===== config.mk =====
export PLATFORM = sky130hd
export DESIGN_NAME = stopwatch_ctrl
export DESIGN_NICKNAME = d
export VERILOG_FILES = /design/src/rtl/stopwatch_ctrl.sv
export SDC_FILE = /design/constraint.sdc
export NUM_CORES = 1
export LEC_CHECK = 0
export ABC_AREA = 1
export CORE_UTILIZATION = 47
export DETAILED_ROUTE_END_ITERATION = 10
export GPL_TIMING_DRIVEN = 0
export PLACE_DENSITY = 0.63
export SYNTH_ARGS = -nofsm -noshare
export SYNTH_HDL_FRONTEND = slang
export SYNTH_SLANG_ARGS = --single-unit

===== constraint.sdc =====
create_clock -name clk -period 1.75 [get_ports clk]
set_input_delay 0.35 -clock clk [delete_from_list [all_inputs] [get_ports clk]]
set_output_delay 0.35 -clock clk [all_outputs]
set_load 0.01 [all_outputs]

===== src/rtl/stopwatch_ctrl.sv =====
// Stopwatch mode controller: debounces RUN/LAP keys, sequences IDLE/RUNNING/PAUSED/LAP,
// and issues the 100 Hz advance strobe plus the clear and lap-capture pulses.
module stopwatch_ctrl #(
    parameter int CLOCK_FREQ  = 50000000,
    parameter int TICK_FREQ   = 100,
    parameter int DEBOUNCE_MS = 20
) (
    input  logic       clk,
    input  logic       reset,
    input  logic       key_run,
    input  logic       key_lap,
    output logic       tick_en,
    output logic       clr,
    output logic       lap_load,
    output logic       disp_sel,
    output logic [1:0] state
);

    localparam logic [1:0] IDLE    = 2'b00;
    localparam logic [1:0] RUNNING = 2'b01;
    localparam logic [1:0] PAUSED  = 2'b10;
    localparam logic [1:0] LAP     = 2'b11;

    localparam int TICK_CYCLE = CLOCK_FREQ / TICK_FREQ - 1;
    localparam int PW         = (TICK_CYCLE > 0) ? $clog2(TICK_CYCLE + 1) : 1;
    localparam int DB_CYCLES  = (CLOCK_FREQ / 1000) * DEBOUNCE_MS;
    localparam int DBW        = (DB_CYCLES > 0) ? $clog2(DB_CYCLES + 1) : 1;

    logic [1:0]    key_raw;
    logic [1:0]    key_ev;
    logic          run_ev;
    logic          lap_ev;
    logic [1:0]    next_state;
    logic          next_lap_load;
    logic          next_clr;
    logic          counting;
    logic [PW-1:0] presc;

    assign key_raw = {key_lap, key_run};

    // Index 0 is RUN, index 1 is LAP; keys idle high, so every stage resets to 1.
    for (genvar i = 0; i < 2; i++) begin : g_key
        logic           sync_a;
        logic           sync_b;
        logic           level;
        logic           level_d;
        logic [DBW-1:0] cnt;

        always_ff @(posedge clk or negedge reset) begin
            if (!reset) begin
                sync_a  <= 1'b1;
                sync_b  <= 1'b1;
                level   <= 1'b1;
                level_d <= 1'b1;
                cnt     <= '0;
            end else begin
                sync_a  <= key_raw[i];
                sync_b  <= sync_a;
                level_d <= level;
                if (sync_b == level) begin
                    cnt <= '0;
                end else if (cnt == DBW'(DB_CYCLES - 1)) begin
                    level <= sync_b;
                    cnt   <= '0;
                end else begin
                    cnt <= cnt + DBW'(1);
                end
            end
        end

        assign key_ev[i] = level_d & ~level;
    end

    assign run_ev   = key_ev[0];
    assign lap_ev   = key_ev[1];
    assign counting = (state == RUNNING) || (state == LAP);

    // RUN always wins; a LAP event arriving in the same cycle is simply discarded.
    always_comb begin
        next_state    = state;
        next_lap_load = 1'b0;
        next_clr      = 1'b0;
        case (state)
            IDLE: begin
                if (run_ev) begin
                    next_state = RUNNING;
                end
            end
            RUNNING: begin
                if (run_ev) begin
                    next_state = PAUSED;
                end else if (lap_ev) begin
                    next_state    = LAP;
                    next_lap_load = 1'b1;
                end
            end
            LAP: begin
                if (run_ev) begin
                    next_state = PAUSED;
                end else if (lap_ev) begin
                    next_state = RUNNING;
                end
            end
            PAUSED: begin
                if (run_ev) begin
                    next_state = RUNNING;
                end else if (lap_ev) begin
                    next_state = IDLE;
                    next_clr   = 1'b1;
                end
            end
            default: begin
                next_state = IDLE;
            end
        endcase
    end

    always_ff @(posedge clk or negedge reset) begin
        if (!reset) begin
            state    <= IDLE;
            lap_load <= 1'b0;
            clr      <= 1'b0;
            disp_sel <= 1'b0;
        end else begin
            state    <= next_state;
            lap_load <= next_lap_load;
            clr      <= next_clr;
            disp_sel <= (next_state == LAP);
        end
    end

    // The prescaler freezes while paused so a resume keeps the sub-tick phase;
    // a wrap decided on the pausing edge still produces its tick.
    always_ff @(posedge clk or negedge reset) begin
        if (!reset) begin
            presc   <= '0;
            tick_en <= 1'b0;
        end else if (counting) begin
            if (presc == PW'(TICK_CYCLE)) begin
                presc   <= '0;
                tick_en <= 1'b1;
            end else begin
                presc   <= presc + PW'(1);
                tick_en <= 1'b0;
            end
        end else begin
            tick_en <= 1'b0;
            if (next_state == IDLE) begin
                presc <= '0;
            end
        end
    end

endmodule

* Yosys cells after proc, flatten, opt, wreduce, memory -nomap -nowiden
Index checks and enable logic that the tools add are counted.
** Storage, ports and cells
- Logic and storage cells :: 61
- Register bits after elaboration :: 73
- Input bits :: 4
** Operators by class
- Bitwise logic cells :: 6
- $add $sub $neg :: 3
- Equality and inequality tests :: 9
- Muxes and demuxes :: 21
- Reduce and logical (&&, ||, !) cells :: 6
** Operators by type and width (number)
- $mux W20 :: 4
- $mux W19 :: 3
- $add A20 B1 Y20 const B :: 2
- $eq A20 B20 Y1 const B :: 2
- $add A19 B1 Y19 const B :: 1
- $eq A19 B19 Y1 const B :: 1
- $mux W2 :: 7
- $pmux W2 S4 :: 1
- $eq A2 B2 Y1 const B :: 3
- $mux W1 :: 6
- $logic_not A2 Y1 :: 2
- $not A1 Y1 :: 4
- $reduce_and A2 Y1 :: 2
- $and A1 B1 Y1 :: 2
- $eq A1 B1 Y1 :: 2
- $eq A2 B1 Y1 const B :: 1
- $reduce_bool A2 Y1 :: 1
- $logic_or A1 B1 Y1 :: 1

* Depth between registers and ports, before layout
Gate-level depths: netlist of the first run.
- Depth after elaboration :: 8
- Mapped depth :: 9

* Worst setup path before layout of the first run
No wires, ideal clock.
- Path kind :: register to register
- Start point :: register g_key[1].cnt[0]
- End point :: register g_key[1].cnt[19]
- Library setup time :: 0.118 ns
- Clock period less this slack :: 1.411 ns
- Arrival :: 1.293 ns
- Data required time :: 1.632 ns
- Setup slack :: 0.339 ns
- Stages on the path, launching flop included :: 9
- Cell sequence :: dfrtp_1 > ha_1 > nand4_1 > nor2_2 > nand3_2 > nand2_4 > inv_2 > nand2_1 > nor2_2
** On the way
- Cells in the longest elaborated chain, start to end :: 3
- Elaborated cells between the ends (all ways) :: 4
- Classes of those cells :: 1 x add/sub; 1 x eq/ne; 2 x mux
** RTL lines
- start, declared :: RTL line 47 : logic [DBW-1:0] cnt;
- start signal, assigned :: RTL line 66 : cnt <= cnt + DBW'(1);
- $add A20 B1 Y20 / $eq A20 B20 Y1 (equally long branches) :: RTL line 66, 62
- $mux W20 (*) :: RTL line 62 : end else if (cnt == DBW'(DB_CYCLES - 1)) begin
- $mux W20 (*) :: RTL line 60 : if (sync_b == level) begin
Mark *: on every way between the ends. The rest lies on a longest branch, timed or not.
A chain may end at the register's enable or synchronous reset.

* Final worst setup path of the first run
- Start point :: register state[0]
- End point :: output state[0]
** RTL lines
- start, declared :: RTL line 16 : output logic [1:0] state
- start signal, assigned :: RTL line 125 : state <= next_state;
No word-level cell between the ends.

==> results.json, run 1 <==
{
  "crit_type": "reg -> out",
  "path_clk_slew_ns": 0.08,
  "wl_per_cell_um": 12.1,
  "crit_arrival_ns": 1.28,
  "drv_cap": 0,
  "slew_violations": 0,
  "yosys-top-cells-area": "dfrtp_1 41%, nand2_1 10%, nor2_1 8.9%, dfstp_2 5.3%, nand3_1 5.3%",
  "placed_area_mm2": 0.00417,
  "vias": 3167,
  "tightest_slew_ns": 0.548,
  "synth_area_leader_cell": "dfrtp_1",
  "grt_max_degree": 62,
  "grt_pass1_vias": 3101,
  "areaGrowthSynthToFinish_pct": 12.0,
  "fin_tns_setup_ns": 0,
  "io-pin-count": 10,
  "dr.pass1.iters": 4,
  "synth_area_mm2": 0.00393,
  "outcome": "finished clean",
  "clockBufferDepth": 2,
  "initial_utilization_pct": 49.8,
  "crit_buf_inv": 1,
  "dpl.hpwl_mm": 5.56,
  "port_buffers": 9,
  "place.gp.congestion": 0.844,
  "ys_seq_area_share_pct": 46.7,
  "slowest_stage": "clkdlybuf4s50_1",
  "yosys.cell_types.count": 33,
  "cts_num_sinks": 73,
  "antenna_left": 0,
  "slowest_delay_ns": 0.55,
  "grt_antenna_before_repair": 0,
  "ys_ff_latch": 73,
  "synth_warnings": 0,
  "drive_gt1_share_pct": 14.1,
  "power_leakage_nw": 1.91,
  "period_share_pct": 93.0,
  "clockRootBuffer": "clkbuf_8",
  "slew_headroom_pct": 63.5,
  "multi_input_area_mm2": 0.00183,
  "fillers": 741,
  "r2r_slack_ns": 0.13,
  "min_path_type": "reg -> reg",
  "netlist_instances": 505,
  "grt_pass1_wl_mm": 14.2,
  "syn_nets": 512,
  "nets": 534,
  "cp_cell_sequence": "clkdlybuf4s50_1",
  "cp_max_fo": 3,
  "grt-ovfl-total": 0,
  "grtUsageTotal_pct": 20.7,
  "rr_worst_depth": 8,
  "routed_via_density": 5.00,
  "antenna_cells": 0,
  "min_period_ns": 1.63,
  "fmaxAchievable_ghz": 0.614,
  "cp.required_ns": 1.40,
  "cts_tree": "done",
  "drtIter0Drc": 105,
  "crit_family": "buffers and inverters",
  "seq_area_mm2": 0.00184,
  "synthFlopType": "dfrtp_1",
  "core.rowCount": 32,
  "synth_top_area_share_pct": 41.4,
  "vdd_ir_drop_max_v": 0.000465,
  "cts_made_buffers": 9,
  "cts-htree-levels": 3,
  "start_kind": "flip-flop",
  "die_h_um": 93.5,
  "drc": 0,
  "end_kind": "primary output",
  "synth-edff-count": 0,
  "core_mm2": 0.00789,
  "cellPowerDensity_mw_per_mm2": 731,
  "crit_cells": 1,
  "async_reset_ff_share_pct": 100,
  "setup_violations": 0,
  "insertion_delay_ns": 0.35,
  "die_w_um": 93.5,
  "worstHoldPathCells": 0,
  "routed_wl_mm": 7.65,
  "clock_skew_ns": 0.00656,
  "fin_area_mm2": 0.00440,
  "syn_area_per_cell_um2": 7.78,
  "grt_setup_unrepaired": "no",
  "die_area_mm2": 0.00873,
  "power_mw": 3.22,
  "hold_viol_final": 0
}
[layer usage]
metal | track usage, % | share of wire, % | vias up
met4 | 6.41 | 1.4 | 0
met2 | 30.9 | 42 | 58
met1 | 28.9 | 52 | 1454
met3 | 6.02 | 4.4 | 13
met5 | 0 | 0 | -
li1 | - | - | 1642
[per-stage QoR]
step / hold WS [ns] / instances / util [%] / worst slack (ns)
after floorplan: 0.0544 / 505 / - / 0.339
after global placement: 0.347 / 616 / 52.6 / -2.21
after detailed placement: 0.218 / 617 / 52.9 / 0.0919
after CTS: 0.363 / 634 / 55.7 / 0.0672
after global routing: 0.369 / 634 / 55.8 / 0.00397
final: 0.360 / 634 / 55.8 / 0.123
[layout by cell type (no fill, tap or decap), types with 8 or more instances in the layout]
| cell | n |
|---|---|
| nand3_1 | 42 |
| xor2_1 | 16 |
| nand2_1 | 105 |
| clkbuf_8 | 11 |
| inv_1 | 55 |
| nand4_1 | 18 |
| nor2_2 | 14 |
| nor3_1 | 9 |
| a21oi_1 | 9 |
| nand2_2 | 9 |
| o21ai_1 | 14 |
| dfstp_2 | 8 |
| inv_2 | 8 |
| nor2_1 | 92 |
| dfrtp_1 | 64 |
[cell families (layout without fill, tap and decap cells)]
| logic type | count (synthesis) | after routing | synth area share (%) |
|---|---|---|---|
| flops | 73 | 73 | 46.7 |
| compound gates | 33 | 33 | 4.42 |
| fa+ha+maj | 3 | 3 | 0.955 |
| buf+inv | 69 | 96 | 6.84 |
| simple gates | 303 | 303 | 35.5 |
| xor+xnor | 24 | 24 | 5.54 |
[report_power, final]
part / internal (mW) / total (mW) / leakage (nW) / switching [mW]
Combinational: 0.0313 / 0.0962 / 0.824 / 0.0649
Sequential: 1.71 / 1.72 / 0.986 / 0.0154
Clock: 0.743 / 1.40 / 0.102 / 0.659
[repair_timing]
action / CTS / global route
hold buffers: 1 / 0
endpoints found under the setup margin: 1 / 12
setup buffers: 0 / 0
pin swaps: 0 / 0
hold endpoints to repair: 11 / 0
gates resized for setup: 1 / 3
[layout make-up]
class	count	share of cell area, %
flip-flops and latches	73	41.7
multi-input cells	363	41.6
inverters	64	5.46
clock buffers	11	3.44
well taps	102	2.90
repair buffers	11	2.81
clock inverters	5	1.42
plain buffers	5	0.654
[worst paths after layout]
path,start,end
setup / recovery,state[0]$_DFF_PN0_,state[0]
hold / removal,g_key[0].sync_a$_DFF_PN1_,g_key[0].sync_b$_DFF_PN1_
setup reg to reg,g_key[1].cnt[0]$_DFF_PN0_,g_key[1].cnt[19]$_DFF_PN0_
hold reg to reg,g_key[0].sync_a$_DFF_PN1_,g_key[0].sync_b$_DFF_PN1_
max in group asynchronous,reset,g_key[1].sync_a$_DFF_PN1_
min in group asynchronous,reset,disp_sel$_DFF_PN0_
[flip-flops by register name (all words and copies together) (netlist names), 2 cells and up]
name,cells
g_key.cnt,40
g_key.level,2
g_key.level_d,2
g_key.sync_a,2
g_key.sync_b,2
presc,19
state,2
[synthesized netlist by cell type, types with 3 or more instances]
| library cell | count |
|---|---|
| nand2_2 | 8 |
| nor2_1 | 93 |
| nand3_1 | 42 |
| nand4_1 | 18 |
| inv_1 | 55 |
| xnor2_1 | 7 |
| nor3_1 | 9 |
| nor2_4 | 3 |
| dfstp_2 | 8 |
| xor2_1 | 16 |
| nor2_2 | 13 |
| nand3_2 | 5 |
| o21ai_1 | 14 |
| a21oi_1 | 9 |
| nand2_1 | 106 |
| ha_1 | 3 |
| o21ai_0 | 5 |
| dfrtp_1 | 65 |
| inv_2 | 8 |
(Power assumes the default switching activity.)
==> run 2: changes to the inputs <==
CAP_MARGIN = 20   (was default)
==> results of run 2 <==
No change in the layout: final DEF, timing and power equal those of run 1.
==> RTL change 1, RTL diff (config.mk and constraints of run 1) <==
`CLOCK_FREQ`: 50000000 -> 100000000.
--- a/src/rtl/stopwatch_ctrl.sv
+++ b/src/rtl/stopwatch_ctrl.sv
@@ -2,5 +2,5 @@
 // and issues the 100 Hz advance strobe plus the clear and lap-capture pulses.
 module stopwatch_ctrl #(
-    parameter int CLOCK_FREQ  = 50000000,
+    parameter int CLOCK_FREQ  = 100000000,
     parameter int TICK_FREQ   = 100,
     parameter int DEBOUNCE_MS = 20
Formal check against the unedited RTL: no difference found for any inputs over 10 cycles, from zero or initial values and one cycle with reset low; that may be too few to reach the edited logic, so the function may still have changed.
==> RTL change 1 against run 1 <==
Non-clock buffer count rose by 1; synthesized area rose by 5.3%; critical path depth did not move; sequential cell count rose by 3; total power rose by 10%; routed wire length rose by 14%; worst setup slack got worse by 21 ps; design area rose by 6.5%; critical path type unchanged; highest routed layer unchanged.
==> RTL change 1: results (changes against run 1) <==
[yosys]
synthTopCellsByArea=dfrtp_1, nand2_1, nor2_1, inv_1, dfstp_2
syn_inst=542  ; +7.3%
synth_nets=549  ; +7.2%
ys_seq_area_frac=0.462  ; -0.00531
async_flop_share=1.00  ; unchanged
synthTopCellsByCount=nand2_1, nor2_1, dfrtp_1, inv_1, nand3_1
ys_warn_count=0  ; unchanged
synth_cell_type_count=33  ; unchanged

[worst_setup_path]
cp_slowest_stage_delay_ps=550  ; about the same
arrival_ps=1300  ; +20 ps
critPathLaunch=state[0]$_DFF_PN0_
path_max_fanout=2  ; -1
reg2reg_from=presc[0]$_DFFE_PN0P_

[routing]
wl_mm=8.69  ; +14%
via_count=3408  ; +7.6%
first_pass_iters=4  ; unchanged
drtIter0Drc=144  ; +37%

[place]
pre_cts_slack_ps=58.4  ; -33.5 ps
post-dp-hpwl_mm=6.52  ; +17%
dp.cells=657  ; +6.5%
routabilityCongestion=0.854  ; +1.2%
dpl-instance-area_mm2=0.00439  ; +5.1%

[hold_path]
hold_class=reg2reg
holdCritStartpoint=g_key[0].sync_a$_DFF_PN1_

[sta]
maxSlewHeadroom=0.658  ; +0.0231
finalClockSkew_ps=8.14  ; +1.58 ps

[layout]
final_layout_size_suffix_gt1_frac=0.131  ; -0.0101
antennaDiodeCount=0  ; unchanged
fin_cells=678  ; +6.9%
reg_top3=g_key.cnt x42, presc x20
final_nets=575  ; +7.7%

[grt]
antenna_found_initial=0  ; unchanged
grt_start_max_net_pins=46  ; -26%
grt_pass1_vias=3305  ; +6.6%
grt_pass1_wl_mm=15.4  ; +8.6%
grt_usage=0.219  ; +0.0119

[power_and_ir_drop]
p_int_mw=2.77  ; +11%
p_leak_nw=2.03  ; +6.2%
vdd_drop_max_mv=0.489  ; +5.2%

[run_status]
status=finished clean

[clock_tree]
h-tree-depth=3  ; unchanged
clkTransAtPathRegs_ps=80  ; about the same
clock_path_buffers=2  ; unchanged
insertion_delay_ps=350  ; about the same

[RTL change 1: cell types whose count changed in the layout (fill, tap and decap cells not counted), sizes merged, moves of 3 or more]
| cell | run 1 | this run |
|---|---|---|
| inv | 64 | 67 |
| dfrtp | 65 | 68 |
| nor3 | 10 | 19 |
| nand3 | 47 | 38 |
| nor2 | 110 | 122 |
| nand4 | 18 | 10 |
| clkbuf | 12 | 9 |
| a21oi | 9 | 12 |
| o21ai | 19 | 15 |
| nand2 | 116 | 142 |
[RTL change 1: final timing paths]
kind                       cells after the start                          to  slack, ps
max                                            1                    state[0]        100
min                                            0   g_key[0].sync_b$_DFF_PN1_        360
max reg2reg                                    8       presc[19]$_DFFE_PN0P_        120
min reg2reg                                    0   g_key[0].sync_b$_DFF_PN1_        360
max in group asynchronous                      3  g_key[0].level_d$_DFF_PN1_        650
min in group asynchronous                      2  g_key[1].cnt[17]$_DFF_PN0_        470
[RTL change 1: cells by family (layout without fill, tap and decap cells)]
family / count (synthesis) / count (layout) / synth area share
simple gates: 337 / 337 / 0.370
flops: 76 / 76 / 0.462
buf+inv: 69 / 100 / 0.0653
compound gates: 33 / 33 / 0.0429
xor+xnor: 24 / 24 / 0.0508
fa+ha+maj: 3 / 3 / 0.00907
[RTL change 1: timing repair]
| action | 4_1_cts | 5_1_grt |
|---|---|---|
| buffers inserted | 1 | 3 |
| gates resized for setup | 1 | 3 |
| hold buffers | 1 | 0 |
| setup endpoints to repair | 1 | 6 |
| hold endpoints to repair | 26 | 0 |
| pin swaps | 0 | 1 |
[RTL change 1: final cells by class]
type                            instances  area (µm²)
Sequential cell                        76        1910
Multi-Input combinational cell        397        1970
Clock inverter                          7         124
Fill cell                             781        3690
Tap cell                              105         131
Clock buffer                            9         124
Buffer                                  2        12.5
Timing Repair Buffer                   15         158
Inverter                               67         258
[RTL change 1: power by group through the flow]
stage               sequential, mW  clock, mW  combinational (mW)
floorplan                     1.82          0              0.0404
global placement              1.82          0              0.0929
detailed placement            1.82          0               0.102
CTS                           1.79       1.70               0.103
global route                  1.79       1.77               0.121
finish                        1.79       1.65               0.104
[RTL change 1: layer usage]
layer / up-vias / track usage / routed length (µm)
met5: - / 0 / 0
met4: 0 / 0.0647 / 129
met3: 9 / 0.0513 / 341
met2: 54 / 0.339 / 3850
met1: 1586 / 0.306 / 4360
li1: 1759 / - / -
==> RTL change 2, RTL diff (config.mk and constraints of run 1) <==
Made on the original files. Put one more register stage on the output `state`. The value now appears one clock later. The other outputs are not delayed to match.
--- a/src/rtl/stopwatch_ctrl.sv
+++ b/src/rtl/stopwatch_ctrl.sv
@@ -26,4 +26,6 @@
     localparam int DB_CYCLES  = (CLOCK_FREQ / 1000) * DEBOUNCE_MS;
     localparam int DBW        = (DB_CYCLES > 0) ? $clog2(DB_CYCLES + 1) : 1;
+
+    logic [1:0] state_s0;
 
     logic [1:0]    key_raw;
@@ -74,12 +76,12 @@
     assign run_ev   = key_ev[0];
     assign lap_ev   = key_ev[1];
-    assign counting = (state == RUNNING) || (state == LAP);
+    assign counting = (state_s0 == RUNNING) || (state_s0 == LAP);
 
     // RUN always wins; a LAP event arriving in the same cycle is simply discarded.
     always_comb begin
-        next_state    = state;
+        next_state    = state_s0;
         next_lap_load = 1'b0;
         next_clr      = 1'b0;
-        case (state)
+        case (state_s0)
             IDLE: begin
                 if (run_ev) begin
@@ -118,10 +120,10 @@
     always_ff @(posedge clk or negedge reset) begin
         if (!reset) begin
-            state    <= IDLE;
+            state_s0 <= IDLE;
             lap_load <= 1'b0;
             clr      <= 1'b0;
             disp_sel <= 1'b0;
         end else begin
-            state    <= next_state;
+            state_s0 <= next_state;
             lap_load <= next_lap_load;
             clr      <= next_clr;
@@ -152,3 +154,7 @@
     end
 
+    always_ff @(posedge clk) begin
+        state <= state_s0;
+    end
+
 endmodule
Behaviour: no difference found for any inputs over 10 cycles, from zero or initial values and one cycle with reset low; that may be too few to reach the edited logic, so the function may still have changed.
==> RTL change 2 against run 1 <==
Total power is 2.4% higher; synthesized area is 1.0% higher; sequential cell count is 2 higher; routed wire length is 3.2% higher; maximum frequency is 2.6% higher; design area is 1.1% higher; worst setup slack better by 41 ps; largest power group unchanged; highest routed layer unchanged.
==> RTL change 2: results (changes against run 1) <==
[run_status]
status=finished clean

[grt]
gr-usage-met3=0.0324  ; -0.0278
grt_pass1_wl_mm=14.4  ; +1.7%
grt_usage=0.210  ; +0.00248
grt_use_met2=0.330  ; +0.0202

[place]
post-dp-hpwl_mm=5.72  ; +2.8%

[worst_setup_path]
path_max_fanout=8  ; +5
arrival_ps=1830  ; +550 ps
cp_slowest_stage_delay_ps=420  ; -130 ps
cp-endpoint=g_key[1].cnt[19]$_DFF_PN0_
crit_slowest_cell=dfrtp_2
r2r_setup_slack_ps=160  ; +30 ps

[yosys]
synth_nets=514  ; +0.39%
yosys.area.top_type_share=0.410  ; -0.00417
async_flop_share=0.973  ; -0.0267
synth_cell_type_count=34  ; +3.0%

[routing]
first_pass_iters=5  ; +1
wl_mm=7.89  ; +3.2%
route.met3.wl_um=188  ; -45%
wl_met2_mm=3.66  ; +13%

[layout]
final_layout_size_suffix_gt1_frac=0.139  ; -0.00240
final_nets=536  ; +0.37%

[hold_path]
hold_path_end=g_key[1].sync_b$_DFF_PN1_

[power_and_ir_drop]
swShare=0.218  ; -0.0112
vdd_drop_max_mv=0.400  ; -14%
p_leak_nw=1.93  ; +0.73%

[sta]
finalClockSkew_ps=8.19  ; +1.63 ps
maxSlewHeadroom=0.663  ; +0.0281

==> RTL change 2: cell types whose count changed after synthesis, sizes merged <==
cell,run 1,this run
dfxtp,0,2
==> RTL change 2: power groups by stage <==
| stage | registers [mW] | logic [mW] | clock network, mW |
|---|---|---|---|
| 3_5_place_dp | 1.80 | 0.100 | 0 |
| 3_3_place_gp | 1.80 | 0.0917 | 0 |
| 4_1_cts | 1.77 | 0.102 | 1.47 |
| 6_report | 1.77 | 0.0989 | 1.43 |
| 5_1_grt | 1.77 | 0.118 | 1.54 |
| 2_1_floorplan | 1.80 | 0.0415 | 0 |
==> RTL change 2: logic make-up after synthesis <==
| kind of cell | synth area share |
|---|---|
| fa+ha+maj | 0.00945 |
| simple gates | 0.352 |
| xor+xnor | 0.0548 |
| compound gates | 0.0438 |
| flops | 0.473 |
| buf+inv | 0.0677 |
==> RTL change 2: per-stage QoR <==
step | cells | setup TNS, ps | hold slack, ps | area, µm²
2_1_floorplan | 507 | 0 | 54.4 | 3970
3_3_place_gp | 621 | -156030 | 346 | 4190
3_5_place_dp | 622 | 0 | 218 | 4220
4_1_cts | 639 | 0 | 357 | 4440
5_1_grt | 639 | 0 | 366 | 4450
6_report | 639 | 0 | 357 | 4450
==> RTL change 2: what timing repair did <==
item                       CTS  global route
hold buffers                 1             0
gates resized for setup      0             5
hold endpoints to repair    12             0
setup endpoints to repair    0            11
buffers inserted             0             0
==> RTL change 2: layout make-up <==
cell class / count / area (µm²) / area share
buffer: 5 / 28.8 / 0.00647
clock buffer: 10 / 128 / 0.0287
clock inverter: 6 / 80.1 / 0.0180
inverter: 64 / 240 / 0.0540
multi-input combinational: 363 / 1840 / 0.413
sequential: 75 / 1880 / 0.422
tap: 105 / 131 / 0.0295
timing repair buffer: 11 / 125 / 0.0281
